## config.mk

```make
export PLATFORM = sky130hd
export DESIGN_NAME = uart_boot_loader_flat
export DESIGN_NICKNAME = d
export VERILOG_FILES = /design/src/rtl/uart_boot_loader_if.sv /design/src/rtl/uart_boot_loader.sv /design/src/flat_wrapper.sv
export SDC_FILE = /design/constraint.sdc
export NUM_CORES = 1
export LEC_CHECK = 0
export CAP_MARGIN = 25
export CORE_MARGIN = 2
export CORE_UTILIZATION = 59
export DETAILED_ROUTE_END_ITERATION = 12
export GPL_TIMING_DRIVEN = 1
export PLACE_DENSITY = 0.95
export SYNTH_ARGS = -nofsm -noshare
export SYNTH_HDL_FRONTEND = slang
export SYNTH_SLANG_ARGS = --single-unit
```

## constraint.sdc

```tcl
create_clock -name clk -period 12.7 [get_ports clk]
set_input_delay 3.175 -clock clk [delete_from_list [all_inputs] [get_ports clk]]
set_output_delay 3.175 -clock clk [all_outputs]
set_load 0.01 [all_outputs]
```

## src/rtl/uart_boot_loader_if.sv

```systemverilog
// Signal bundle between the UART receiver, the boot loader and the memory write port.
// Handshakes:
//   rx_valid  : one-cycle pulse per byte; rx_data is meaningful only then. No back-pressure.
//   mem_valid : the loader holds mem_addr/mem_wdata stable while mem_valid=1; the command
//               completes on a rising edge where mem_valid and mem_ready are both 1.
// dbgState/dbgWidx expose the loader FSM state and word index for observation.
interface uart_boot_loader_if #(
  parameter int ADDR_WIDTH = 32
);
  logic [7:0]            rx_data;
  logic                  rx_valid;
  logic                  mem_valid;
  logic                  mem_ready;
  logic [ADDR_WIDTH-1:0] mem_addr;
  logic [31:0]           mem_wdata;
  logic                  busy;
  logic                  done;
  logic                  overrun;
  logic [1:0]            dbgState;
  logic [31:0]           dbgWidx;

  // Loader side: consumes bytes, issues memory writes.
  modport master (
    input  rx_data, rx_valid, mem_ready,
    output mem_valid, mem_addr, mem_wdata, busy, done, overrun, dbgState, dbgWidx
  );

  // Environment side: UART receiver plus memory.
  modport slave (
    output rx_data, rx_valid, mem_ready,
    input  mem_valid, mem_addr, mem_wdata, busy, done, overrun, dbgState, dbgWidx
  );
endinterface

```

## src/rtl/uart_boot_loader.sv

```systemverilog
// Boot loader: parses a 4-byte little-endian word-count header, then packs the following
// bytes into little-endian 32-bit words written to consecutive addresses from BASE_ADDR.
// BASE_ADDR must be 4-byte aligned.
module uart_boot_loader #(
  parameter int                    ADDR_WIDTH = 32,
  parameter logic [ADDR_WIDTH-1:0] BASE_ADDR  = '0
) (
  input logic               clk,
  input logic               rst,
  uart_boot_loader_if.master bus
);

  typedef enum logic [1:0] {
    HEADER = 2'd0,
    DATA   = 2'd1,
    DONE   = 2'd2
  } state_t;

  state_t                stateQ, stateD;
  logic [1:0]            byteCnt;
  logic [23:0]           asmWord;    // bytes 0..2 of the word being assembled
  logic [31:0]           lenReg;
  logic [31:0]           wordIdx;
  logic [31:0]           wordIdxInc;
  logic [31:0]           fullWord;
  logic                  memValidQ;
  logic [ADDR_WIDTH-1:0] memAddrQ;
  logic [ADDR_WIDTH-1:0] addrNext;
  logic [31:0]           memWdataQ;
  logic                  doneQ;
  logic                  overrunQ;
  logic                  byteIn;
  logic                  wordIn;
  logic                  handshake;
  logic                  loadCmd;
  logic                  dropWord;

  // Bytes are ignored once the image is complete.
  assign byteIn     = bus.rx_valid && (stateQ != DONE);
  assign wordIn     = byteIn && (byteCnt == 2'd3);
  // The 4th byte is used straight from the input so the word is usable on its arrival edge.
  assign fullWord   = {bus.rx_data, asmWord};
  assign handshake  = memValidQ && bus.mem_ready;
  assign wordIdxInc = wordIdx + 32'd1;
  assign addrNext   = BASE_ADDR + ADDR_WIDTH'({wordIdx, 2'b00});

  // State register.
  always_ff @(posedge clk or posedge rst) begin
    if (rst) stateQ <= HEADER;
    else     stateQ <= stateD;
  end

  // Next state plus command-load / overrun-drop decisions for a completed word.
  always_comb begin
    stateD   = stateQ;
    loadCmd  = 1'b0;
    dropWord = 1'b0;
    case (stateQ)
      HEADER: begin
        if (wordIn) stateD = (fullWord == 32'd0) ? DONE : DATA;
      end
      DATA: begin
        if (wordIn) begin
          // A command completing this edge frees the slot for the new word.
          if (!memValidQ || handshake) loadCmd  = 1'b1;
          else                         dropWord = 1'b1;
          if (wordIdxInc == lenReg) stateD = DONE;
        end
      end
      DONE:    stateD = DONE;
      default: stateD = HEADER;
    endcase
  end

  // Byte assembly, header/word bookkeeping, memory command and sticky flags.
  always_ff @(posedge clk or posedge rst) begin
    if (rst) begin
      byteCnt   <= 2'd0;
      asmWord   <= 24'd0;
      lenReg    <= 32'd0;
      wordIdx   <= 32'd0;
      memValidQ <= 1'b0;
      memAddrQ  <= '0;
      memWdataQ <= 32'd0;
      doneQ     <= 1'b0;
      overrunQ  <= 1'b0;
    end else begin
      if (byteIn) begin
        case (byteCnt)
          2'd0:    asmWord[7:0]   <= bus.rx_data;
          2'd1:    asmWord[15:8]  <= bus.rx_data;
          2'd2:    asmWord[23:16] <= bus.rx_data;
          default: ;
        endcase
        byteCnt <= byteCnt + 2'd1;
      end
      if (stateQ == HEADER && wordIn) begin
        lenReg  <= fullWord;
        wordIdx <= 32'd0;
      end
      // Discarded words still consume an address slot.
      if (stateQ == DATA && wordIn) wordIdx <= wordIdxInc;
      if (loadCmd) begin
        memValidQ <= 1'b1;
        memAddrQ  <= addrNext;
        memWdataQ <= fullWord;
      end else if (handshake) begin
        memValidQ <= 1'b0;
      end
      if (dropWord) overrunQ <= 1'b1;
      if (stateQ == DONE && !memValidQ) doneQ <= 1'b1;
    end
  end

  assign bus.mem_valid = memValidQ;
  assign bus.mem_addr  = memAddrQ;
  assign bus.mem_wdata = memWdataQ;
  assign bus.done      = doneQ;
  assign bus.overrun   = overrunQ;
  assign bus.busy      = ((stateQ != HEADER) || (byteCnt != 2'd0)) && !doneQ;
  assign bus.dbgState  = stateQ;
  assign bus.dbgWidx   = wordIdx;

endmodule
```

## src/flat_wrapper.sv

```systemverilog
// flat-port wrapper written by rule: the top's interface ports become plain ports
module uart_boot_loader_flat 
#(
  parameter int                    ADDR_WIDTH = 32,
  parameter logic [ADDR_WIDTH-1:0] BASE_ADDR  = '0
)
  (clk, rst, bus_rx_data, bus_rx_valid, bus_mem_ready, bus_mem_valid, bus_mem_addr, bus_mem_wdata, bus_busy, bus_done, bus_overrun, bus_dbgState, bus_dbgWidx);
  uart_boot_loader_if #(.ADDR_WIDTH(ADDR_WIDTH)) bus_i ();
  input logic clk;
  input logic rst;
  input wire logic [$bits(bus_i.rx_data)-1:0] bus_rx_data;
  input wire logic [$bits(bus_i.rx_valid)-1:0] bus_rx_valid;
  input wire logic [$bits(bus_i.mem_ready)-1:0] bus_mem_ready;
  output wire logic [$bits(bus_i.mem_valid)-1:0] bus_mem_valid;
  output wire logic [$bits(bus_i.mem_addr)-1:0] bus_mem_addr;
  output wire logic [$bits(bus_i.mem_wdata)-1:0] bus_mem_wdata;
  output wire logic [$bits(bus_i.busy)-1:0] bus_busy;
  output wire logic [$bits(bus_i.done)-1:0] bus_done;
  output wire logic [$bits(bus_i.overrun)-1:0] bus_overrun;
  output wire logic [$bits(bus_i.dbgState)-1:0] bus_dbgState;
  output wire logic [$bits(bus_i.dbgWidx)-1:0] bus_dbgWidx;
  assign bus_i.rx_data = bus_rx_data;
  assign bus_i.rx_valid = bus_rx_valid;
  assign bus_i.mem_ready = bus_mem_ready;
  assign bus_mem_valid = bus_i.mem_valid;
  assign bus_mem_addr = bus_i.mem_addr;
  assign bus_mem_wdata = bus_i.mem_wdata;
  assign bus_busy = bus_i.busy;
  assign bus_done = bus_i.done;
  assign bus_overrun = bus_i.overrun;
  assign bus_dbgState = bus_i.dbgState;
  assign bus_dbgWidx = bus_i.dbgWidx;
  uart_boot_loader #(.ADDR_WIDTH(ADDR_WIDTH), .BASE_ADDR(BASE_ADDR)) u_core (.clk(clk), .rst(rst), .bus(bus_i));
endmodule
```

==> results.json <==
{
  "cts_resized": 0,
  "slew_headroom": 0.258,
  "drv_cap": 0,
  "fin_util": 0.745,
  "wirelength_mm": 19.2,
  "grt_pass1_wl_mm": 30.7,
  "insertion_delay_ns": 0.44,
  "slew_violations": 0,
  "n_fill_cell": 826,
  "cts_max_path_buffers": 2,
  "path_clk_slew_ns": 0.06,
  "synth_area_sq_mm": 0.00757,
  "ys_warn_count": 0,
  "finalCritPeriodShare": 0.440,
  "timing.final.crit_period_ns": 5.59,
  "clkPwrFrac": 0.277,
  "start_kind": "input port",
  "intPower_mw": 1.25,
  "synth_cell_types": 55,
  "crit_arrival_ns": 5.91,
  "wl_per_cell_microns": 20.8,
  "reg2reg_depth": 10,
  "tns_ns": 0,
  "ant_nets": 0,
  "antenna_found_initial": 0,
  "dp_slack_ns": 6.70,
  "register_area_sq_mm": 0.00393,
  "crit_path_end": "u_core.bus.dbgState[1]",
  "rsz0062_at_grt": "false",
  "status": "completed",
  "placementRows": 41,
  "netlist_instances": 645,
  "port_buffers": 111,
  "drc": 0,
  "dieWidth_microns": 117,
  "ys_seq_area_frac": 0.519,
  "first_pass_iters": 5,
  "final_cell_mix": "dfrtp_1, mux2_2, clkdlybuf4s50_1",
  "globalRouteTotalUtil": 0.299,
  "r2r_setup_slack_ns": 9.23,
  "cts.sinks": 157,
  "worstMarginPinSlew_ns": 1.11,
  "post_cts_buffers": 0,
  "swShare": 0.327,
  "cts_tree": "done",
  "antennaDiodeCount": 0,
  "root_buffer": "clkbuf_16",
  "fp.coreArea_sq_mm": 0.0126,
  "fin_skew_ns": 0.00723,
  "required_ns": 13.02,
  "worstHoldStart": "u_core.bus.mem_addr[25]",
  "critPathMaxFanout": 10,
  "syn2layout_area_growth_pct": 23.6,
  "critPathKind": "in2reg",
  "pwr-share-seq": 0.433,
  "worstSetupStartpoint": "bus_rx_valid",
  "synth_area_per_cell_sq_um": 11.7,
  "pwr-share-comb": 0.290,
  "dr.first_iter.drc_count": 464,
  "p_leak_nw": 4.10,
  "cts_made_buffers": 17,
  "grt_max_degree": 92,
  "hold_buffers": 0,
  "dieArea_sq_mm": 0.0138,
  "p_sw_uw": 610,
  "htreeDepth": 4,
  "drive_gt1_frac": 0.227,
  "synth_enable_flop_cells": 0,
  "r2r_start": "u_core.bus.dbgWidx[0]",
  "io_pins": 114,
  "power_density_mw_per_mm2": 199,
  "layout_setup_ws_ns": 7.11,
  "via_per_inst": 6.20,
  "max_freq_mhz": 179,
  "dpl_cell_area_sq_mm": 0.00876,
  "die_y_microns": 117,
  "initial_utilization": 0.602,
  "post-dp-hpwl_mm": 12.8,
  "multi_input_area_sq_mm": 0.00342,
  "final_common_cell": "dfrtp_1",
  "ir_drop_mv": 0.148,
  "grt_pass1_vias": 5638,
  "end_kind": "flop",
  "async_reset_ff_frac": 1.00,
  "synth_ff_type": "dfrtp_1",
  "grt.overflow.total": 0,
  "vias": 5733,
  "finalSetupViolCount": 0,
  "min_path_type": "reg2reg",
  "design_area_sq_mm": 0.00936,
  "finalHoldViolCount": 0,
  "regToRegEndpoint": "u_core.bus.dbgState[1]",
  "place.gp.congestion": 0.858,
  "nets": 761,
  "synth_seq_cells": 157
}
[cells in the mapped netlist, types with 2 or more instances]
| cell | n | area (sq um) |
|---|---|---|
| a2111oi_0 | 2 | 17.5 |
| a211o_1 | 2 | 17.5 |
| a211oi_1 | 3 | 22.5 |
| a21o_1 | 5 | 37.5 |
| a21oi_1 | 13 | 65.1 |
| a31oi_1 | 7 | 43.8 |
| and2_1 | 3 | 18.8 |
| and3_1 | 7 | 43.8 |
| and3_2 | 2 | 15.0 |
| and4_1 | 2 | 17.5 |
| buf_2 | 11 | 55.1 |
| buf_4 | 5 | 37.5 |
| clkbuf_1 | 25 | 93.8 |
| dfrtp_1 | 157 | 3930 |
| ha_1 | 9 | 113 |
| inv_1 | 9 | 33.8 |
| mux2_2 | 116 | 1310 |
| mux2i_1 | 4 | 40.0 |
| nand2_1 | 37 | 139 |
| nand3_1 | 14 | 70.1 |
| nand3_2 | 3 | 30.0 |
| nand4_1 | 15 | 93.8 |
| nor2_1 | 29 | 109 |
| nor2b_1 | 3 | 18.8 |
| nor3_1 | 8 | 40.0 |
| nor3b_1 | 6 | 45.0 |
| nor4_1 | 12 | 75.1 |
| nor4_2 | 3 | 37.5 |
| o2111a_1 | 2 | 22.5 |
| o21ai_0 | 45 | 225 |
| o311ai_0 | 2 | 17.5 |
| o31ai_1 | 18 | 135 |
| or3_1 | 3 | 18.8 |
| or4_1 | 3 | 22.5 |
| xnor2_1 | 19 | 166 |
| xor2_1 | 22 | 193 |
[kinds of logic (layout without fill, tap and decap cells)]
logic type	after synthesis	after routing	share of synthesized area
buffers and inverters	51	158	0.0296
DFF	157	157	0.519
xor gates and xnor gates	41	41	0.0474
adders and majority gates	9	9	0.0149
and+or+nand+nor	157	157	0.118
AOI/OAI and AO/OA	107	107	0.0891
other	1	2	0.000495
muxes	122	122	0.181
[stage by stage]
stage | instances | power [mW] | hold slack [ns]
3_3_place_gp | 893 | 1.30 | 0.461
3_5_place_dp | 893 | 1.34 | 0.473
4_1_cts | 925 | 1.86 | 0.489
5_1_grt | 925 | 1.95 | 0.509
2_1_floorplan | 646 | 1.09 | 0.500
6_report | 925 | 1.86 | 0.484
[per-layer routing]
| layer | wire length [microns] | GRT usage |
|---|---|---|
| met1 | 7850 | 0.393 |
| met2 | 9360 | 0.481 |
| met3 | 1430 | 0.0711 |
| met4 | 594 | 0.125 |
| met5 | 0 | 0 |
[worst max-delay path: stages]
cell             delay, ns
clkdlybuf4s50_1       0.45
nor2b_1               0.53
nand2_1               0.15
a211o_1               0.25
nor4_1                0.35
nand4_1               0.17
nor4_2                0.31
a31oi_2               0.17
mux2_1                0.34
[how the worst min path moves through the flow]
| stage | end | depth (start not counted) |
|---|---|---|
| after floorplan | u_core.lenReg[12] | 1 |
| after global placement | u_core.bus.overrun | 1 |
| after detailed placement | u_core.bus.done | 1 |
| after CTS | u_core.bus.mem_addr[25] | 2 |
| after global routing | u_core.bus.mem_addr[30] | 2 |
| final | u_core.bus.mem_addr[25] | 2 |
[layout make-up]
type                            count  area share
Clock buffer                       18      0.0469
Inverter                            9     0.00414
Multi-Input combinational cell    438       0.366
Clock inverter                     14      0.0168
Sequential cell                   157       0.420
Tap cell                          172      0.0230
Timing Repair Buffer              117       0.124
[state kept, by name, indices dropped and copies added, names as in the netlist]
name,flops
u_core.byteCnt,2
u_core.bus.done,1
u_core.bus.mem_addr,30
u_core.lenReg,32
u_core.asmWord,24
u_core.bus.dbgWidx,32
u_core.bus.dbgState,2
u_core.bus.overrun,1
u_core.bus.mem_wdata,32
u_core.bus.mem_valid,1
[power by group through the flow]
stage	clock [mW]	sequential [mW]	combinational, mW
after floorplan	0	0.774	0.317
after global placement	0	0.790	0.508
after detailed placement	0	0.803	0.535
after CTS	0.519	0.801	0.544
after global routing	0.540	0.824	0.586
final	0.515	0.807	0.541
Note: power is estimated with default switching activity, not from simulation.
==> RTL change, RTL diff (config.mk and constraints unchanged) <==
`ADDR_WIDTH` is set to 32 in 3 places; all go to 64.
--- a/src/rtl/uart_boot_loader_if.sv
+++ b/src/rtl/uart_boot_loader_if.sv
@@ -7,3 +7,3 @@
 interface uart_boot_loader_if #(
-  parameter int ADDR_WIDTH = 32
+  parameter int ADDR_WIDTH = 64
 );
--- a/src/rtl/uart_boot_loader.sv
+++ b/src/rtl/uart_boot_loader.sv
@@ -4,3 +4,3 @@
 module uart_boot_loader #(
-  parameter int                    ADDR_WIDTH = 32,
+  parameter int                    ADDR_WIDTH = 64,
   parameter logic [ADDR_WIDTH-1:0] BASE_ADDR  = '0
--- a/src/flat_wrapper.sv
+++ b/src/flat_wrapper.sv
@@ -3,3 +3,3 @@
 #(
-  parameter int                    ADDR_WIDTH = 32,
+  parameter int                    ADDR_WIDTH = 64,
   parameter logic [ADDR_WIDTH-1:0] BASE_ADDR  = '0
Ports: changed (resized bus_mem_addr); port bits go from 114 to 146. No check against the original RTL was run, so the function may have changed too.
==> RTL change against the unedited design <==
Maximum frequency decreased by 12%. Sequential power is 0.7% lower. Utilization fell by 1.5 points. Power increased by 0.17%. Final area rose by 4.1%. Sequential cell count rose by 2. Setup slack worse by 0.77 ns. Critical path type unchanged. Critical endpoint is now u_core.bus.mem_wdata[9]. Largest cell class unchanged. Via count rose by 3.8%. Clock power fell by 3.9%. Synthesized area up 7.3%. Wire length increased by 3.8%.
==> RTL change: results <==
[logic_synthesis]
synth_fa_ha_area_share_pct = 1.39
synth-xor-area-share_pct = 4.85
synth_mux_area_share_pct = 16.6
synth_cell_types = 59
yosys-top-cells-count = "dfrtp_1 (159), mux2_2 (120), o21ai_0 (49), buf_4 (36), nand2_1 (31)"
ys_seq_area_share_pct = 49.0
synth_area_leaders = "dfrtp_1 (49%), mux2_2 (17%), buf_4 (3.3%), o21ai_0 (3.0%), xnor2_1 (3.0%)"
syn_area_per_cell_um2 = 11.8
synth_compound_area_share_pct = 8.87

[timing]
post-route-period-util_pct = 50.1
finClkSkew_ns = 0.00935
fin_hold_ws_ns = 0.490
tightest_slew_ns = 1.00

[worst_setup_path]
r2r-start = "u_core.bus.dbgState[0]"
reg2reg_depth = 7
crit_arrival_ns = 6.67
max_stage_delay_ns = 0.91
rrSetupSlack_ns = 8.77
path_max_fanout = 40
critical_path.slowest_cell = "and3_1"

[min_path]
min_from = "u_core.bus.overrun"
holdPathStages = 1
min_to = "u_core.bus.overrun"

[global_routing]
grtUsageMet1_pct = 38.5
use_met3_pct = 5.45

[clock_network]
numCtsBuffers = 17

[place]
dp_cells = 938
dp_slack_ns = 6.01
port-buffer-count = 113
gp_congestion = 0.885
dp_hpwl_um = 13700
post_dp_cell_area_mm2 = 0.00916

[route]
totalWireLength_um = 20000
met1Wirelength_um = 8410
drt_iter0_markers = 557
wl_per_cell_um = 20.6
via_per_inst = 6.14
dr_wl_met3_um = 1410
wl_met2_um = 9660

[finish]
num-fill-cells = 872
diodes = 0
fin_nets = 802
drive_above_1_share_pct = 23.9

[power]
p_leak_uw = 0.00428

[outcome]
status = "complete, no violations"
-- RTL change: worst max path at each step --
stage,startpoint,to
CTS,bus_rx_valid,u_core.bus.mem_wdata[18]
finish,bus_rx_valid,u_core.bus.mem_wdata[9]
global route,bus_rx_valid,u_core.bus.mem_wdata[9]
global placement,bus_rx_valid,u_core.bus.mem_wdata[21]
detailed placement,bus_rx_valid,u_core.bus.mem_wdata[2]
floorplan,rst,u_core.asmWord[0]
-- RTL change: area by class of cell --
| cell class | count | area [um2] | share of cell area (%) |
|---|---|---|---|
| flip-flops and latches | 159 | 3980 | 40.8 |
| multi-input cells | 478 | 3770 | 38.7 |
| repair buffers | 117 | 1160 | 11.9 |
| clock buffers | 18 | 439 | 4.51 |
| well taps | 176 | 220 | 2.26 |
| clock inverters | 14 | 140 | 1.44 |
| inverters | 8 | 35.0 | 0.360 |
-- RTL change: report_power, final --
part	internal [uW]	switching, uW
logic	314	257
registers	652	149
clock network	266	229
